[src/rtl/cache_types_pkg.sv]
// Shared cacheline/burst geometry and the adaptor state encoding.
package cache_types_pkg;

   localparam int unsigned LINE_WIDTH  = 256;
   localparam int unsigned BURST_WIDTH = 64;
   localparam int unsigned BEATS       = LINE_WIDTH / BURST_WIDTH;
   localparam int unsigned OFFSET_BITS = 5;

   typedef logic [LINE_WIDTH-1:0]  cacheline_t;
   typedef logic [BURST_WIDTH-1:0] burst_t;

   typedef enum logic [1:0] {
      IDLE = 2'd0,
      RD   = 2'd1,
      WR   = 2'd2,
      DONE = 2'd3
   } adaptor_state_t;

endpackage

[src/rtl/cacheline_adaptor.sv]
// Bridges single-transfer cacheline requests to 4-beat memory bursts and
// reports completion with a one-cycle resp_o pulse.
module cacheline_adaptor #(
   parameter int unsigned LINE_WIDTH  = 256,
   parameter int unsigned BURST_WIDTH = 64,
   parameter int unsigned ADDR_WIDTH  = 32
) (
   input  logic                   clk,
   input  logic                   rst,
   input  logic [LINE_WIDTH-1:0]  line_i,
   output logic [LINE_WIDTH-1:0]  line_o,
   input  logic [ADDR_WIDTH-1:0]  address_i,
   input  logic                   read_i,
   input  logic                   write_i,
   output logic                   resp_o,
   input  logic [BURST_WIDTH-1:0] burst_i,
   output logic [BURST_WIDTH-1:0] burst_o,
   output logic [ADDR_WIDTH-1:0]  address_o,
   output logic                   read_o,
   output logic                   write_o,
   input  logic                   resp_i
);

   import cache_types_pkg::adaptor_state_t;
   import cache_types_pkg::IDLE;
   import cache_types_pkg::RD;
   import cache_types_pkg::WR;
   import cache_types_pkg::DONE;
   import cache_types_pkg::OFFSET_BITS;

   localparam int unsigned BEATS  = LINE_WIDTH / BURST_WIDTH;
   localparam int unsigned BEAT_W = $clog2(BEATS);
   localparam logic [BEAT_W-1:0] LAST_BEAT = BEAT_W'(BEATS - 1);

   adaptor_state_t          state_q;
   logic [BEAT_W-1:0]       beat_q;
   logic [ADDR_WIDTH-1:0]   addr_q;
   logic [LINE_WIDTH-1:0]   buf_q;
   logic [ADDR_WIDTH-1:0]   aligned_addr;

   assign aligned_addr = {address_i[ADDR_WIDTH-1:OFFSET_BITS], {OFFSET_BITS{1'b0}}};

   always_ff @(posedge clk) begin
      if (rst) begin
         state_q <= IDLE;
         beat_q  <= '0;
         addr_q  <= '0;
         buf_q   <= '0;
      end else begin
         case (state_q)
            IDLE: begin
               // read wins when both requests are raised together
               if (read_i) begin
                  addr_q  <= aligned_addr;
                  beat_q  <= '0;
                  state_q <= RD;
               end else if (write_i) begin
                  addr_q  <= aligned_addr;
                  buf_q   <= line_i;
                  beat_q  <= '0;
                  state_q <= WR;
               end
            end
            RD: begin
               if (resp_i) begin
                  buf_q[int'(beat_q) * BURST_WIDTH +: BURST_WIDTH] <= burst_i;
                  beat_q <= beat_q + 1'b1;
                  if (beat_q == LAST_BEAT) state_q <= DONE;
               end
            end
            WR: begin
               if (resp_i) begin
                  beat_q <= beat_q + 1'b1;
                  if (beat_q == LAST_BEAT) state_q <= DONE;
               end
            end
            DONE:    state_q <= IDLE;
            default: state_q <= IDLE;
         endcase
      end
   end

   assign read_o    = (state_q == RD);
   assign write_o   = (state_q == WR);
   assign resp_o    = (state_q == DONE);
   assign address_o = addr_q;
   assign line_o    = buf_q;
   assign burst_o   = buf_q[int'(beat_q) * BURST_WIDTH +: BURST_WIDTH];

endmodule

[config.mk]
export PLATFORM = sky130hd
export DESIGN_NAME = cacheline_adaptor
export DESIGN_NICKNAME = d
export VERILOG_FILES = /design/src/rtl/cache_types_pkg.sv /design/src/rtl/cacheline_adaptor.sv
export SDC_FILE = /design/constraint.sdc
export NUM_CORES = 1
export LEC_CHECK = 0
export ABC_AREA = 1
export CAP_MARGIN = 20
export CORE_AREA = 4 4 276 278
export CTS_CLUSTER_DIAMETER = 150
export CTS_CLUSTER_SIZE = 16
export DETAILED_ROUTE_END_ITERATION = 10
export DIE_AREA = 0 0 280 282
export GPL_ROUTABILITY_DRIVEN = 1
export PLACE_DENSITY_LB_ADDON = 0.12
export SLEW_MARGIN = 10
export SYNTH_ARGS = -nofsm -noshare
export SYNTH_HDL_FRONTEND = slang
export SYNTH_SLANG_ARGS = --single-unit
export TNS_END_PERCENT = 20
[constraint.sdc]
create_clock -name clk -period 3.69 [get_ports clk]
set_clock_uncertainty 0.15 [all_clocks]
set_input_delay 0.738 -clock clk [delete_from_list [all_inputs] [get_ports clk]]
set_output_delay 0.738 -clock clk [all_outputs]
set_load 0.01 [all_outputs]
==> impl_results.md <==
- Max Root-Sink Buffers: 3
- Setup Buffers After CTS: 0
- RSZ-0062 raised after global routing: false
- Gr ovfl total: 0
- Asr flop ratio synth: 0%
- Worst reg2reg startpoint: state_q[1]
- Number of global-route vias before repair: 20225
- Adder-Cell Fraction of Synth Area: less than 1%
- Commonest cells post-synth: nand2_1, nor2_1, dfxtp_1
- Via/cell ratio: 4.55
- Via count: 21459
- Hold-critical path depth: 2
- Max Freq: 283 MHz
- Cts bufs inserted: 21
- Crit share post-route: 95.6%
- Largest cells by area after synthesis: dfxtp_1, nand2_1, nor2_1
- Max rail drop VDD: 955 µV
- EDFF count, synth: 0
- Final core utilization: between 30% and 40%
- Leak: between 0.01 and 0.015 µW
- CP max FO: 26
- Final wirelength: 96100 µm
- Pwr Total: approximately 26000 µW
- Max H-tree Level: 1
- Top-area cell type share of the netlist area: 31.4%
- Post-Synth XOR/XNOR Area: 0%
- Syn Inst Count: approximately 3200
- Sink Count: 287
- Post-cts sizing count: 0
- Crit Path Category: reg -> out
- Final std cells w/o fill: between 4000 and 5000
- Initial Utilization: 24.7%
- Synth Flop Type: dfxtp_1
- Synth warnings: 0
- # port buffers: 701
- Outcome: finished clean
- Maxcap violations: 0
- Main combinational cell family by area after synthesis: simple AND/OR/NAND/NOR gates
- Site row count: 100
- CP Data Required Time: 2.80 ns
- Worst R2R Path Depth: 10
- Total track usage: 23.1%
- CP Capture Type: output pin
- Yosys top cell by area: dfxtp_1
- Worst Setup Start Kind: flip-flop
- Tightest Pin Transition: 0.764 ns
- Die H: 282 µm
- Dpl cells: 4677
- Final setup viols: 0
- Drt drc: 0
- Hold EP: state_q[0]
- Distinct cells, synth: 22
- Final Hold Fails: 0
- Mux cell area share after synthesis: 0%
- Post-place setup slack: 0.737 ns
- Slack of the critical path: roughly 0.16 ns
- Initial DRC Count: 1396
- Seq/Total Area, Yosys: 31.4%
- Placer Congestion: 0.843
- Die area: approximately 79000 µm²
- Layout cells sized above 1: 2.73%
- Post-DP HPWL: ~66000 µm
- Cts hold-fix bufs: 0
- Final min period: 3.53 ns
- Post-Syn Area per Cell: 5.73 µm²
- Max Slew Vio Count: 0
- Number of synthesized register bits: 287
- Hold Crit Start: state_q[0]
- Initial antenna violation count: 25
- Synth-to-Final Area Change: 46.1%
- DRT Pass-1 Iters: 5
- Largest net degree at the start of global routing: 129
- DR WL/cell: about 20 µm
- Die width: roughly 280 µm
- Clk pin slew, worst setup/hold paths: 0.09 ns
- Relative slew slack: between 40% and 50%
- Critical path arrival: 2.64 ns
- Top-count cell post-synth: nand2_1
- IO Pins: 712
- Flop-to-flop setup slack: 0.79 ns
- First-pass GRT wire length: 139000 µm
- Core footprint: 73900 µm²
- Worst min-delay path class: reg -> reg
- Post-synthesis compound-gate area fraction: 11.4%
- Setup TNS: 0 ns
- Simple-gate area share of the yosys netlist: 43.8%
- Clk_lat worst skew: around 0.55 ns
- CTS tree: built
- Crit Reg-Reg Endpoint: line_o[21]
- Root buffer cell: clkbuf_16
- Cell Area, Synth: approximately 18000 µm²
- Layout Nets: 4098
- Antenna-violating nets left: 0
- Pwr dens: 971 nW/µm²
[cell usage in the layout (no fill, tap or decap)]
cell,synthesis,routed
a21oi_1,195,195
a21oi_4,1,1
buf_12,0,25
buf_4,20,34
clkbuf_1,115,2
clkbuf_16,0,21
clkdlybuf4s50_1,0,701
conb_1,1,5
dfxtp_1,287,286
dfxtp_4,0,1
diode_2,0,21
ha_1,10,8
ha_4,0,2
inv_1,270,269
inv_2,7,5
inv_4,0,1
inv_6,0,1
inv_8,0,2
nand2_1,1111,1111
nand2_2,1,1
nand3_1,134,131
nand3_4,0,6
nand3b_1,128,128
nor2_1,573,573
nor2_4,1,2
o21ai_0,220,220
[layout make-up]
type / instances / area, µm²
timing repair buffer: 760 / 7770
antenna: 21 / 52.6
multi-input combinational: 2383 / 10300
fill: 8157 / 47200
clock buffer: 23 / 533
inverter: 278 / 1070
sequential: 287 / 5750
tap: 969 / 1210
[through the flow]
stage                     area [µm²]  hold WS (ns)
after CTS                      26700         0.368
after detailed placement       26100         0.347
after global routing           26700         0.389
after floorplan                18300         0.317
final                          26700         0.365
after global placement         26100         0.344
[per-layer routing]
metal / vias to the layer above / wire length [µm] / share of wire (%) / track usage (%)
met5: - / 20 / 0.021 / 0
met4: 4 / 2600 / 2.7 / 6.76
met3: 107 / 6110 / 6.4 / 4.79
met2: 665 / 46200 / 48 / 39.6
met1: 9796 / 41100 / 43 / 29.3
li1: 10887 / - / - / -
[critical path: stages, from the launching register on]
cell and delay, ns:
dfxtp_1 0.49, inv_4 0.20, buf_12 0.23, buf_4 0.20, o21ai_0 0.08, a21oi_1 0.06, a21oi_1 0.19, clkdlybuf4s50_1 0.60
[power by group]
group          leakage (µW)  total, µW  switching (µW)  internal (µW)
registers           0.00237       5630            1150           4480
logic               0.00948      18000           10900           7120
clock network      0.000261       2330            1310           1020
total                0.0121      25900           13300          12600
[sequential cells by signal, summed over array words and instances (netlist names)]
name       count
beat_q         2
line_o       256
state_q        2
address_o     27
[cell families (layout without fill, tap and decap cells)]
kind of cell,Yosys count,in the layout
adder cells (fa/ha/maj),10,10
other,1,26
flip-flops,287,287
buffers and inverters,524,1061
AO/OA/AOI/OAI,416,416
AND/OR/NAND/NOR,1952,1952
[worst max-delay path by stage]
stage / start / end / slack, ns / depth (start not counted)
4_1_cts: beat_q[1] / burst_o[19] / 0.1 / 6
6_report: beat_q[1] / burst_o[19] / 0.16 / 7
3_3_place_gp: beat_q[1] / burst_o[19] / 0.76 / 6
5_1_grt: beat_q[1] / burst_o[19] / 0.05 / 7
2_1_floorplan: beat_q[1] / line_o[221] / 1.42 / 11
3_5_place_dp: beat_q[1] / burst_o[19] / 0.74 / 6
(Power assumes the default switching activity.)
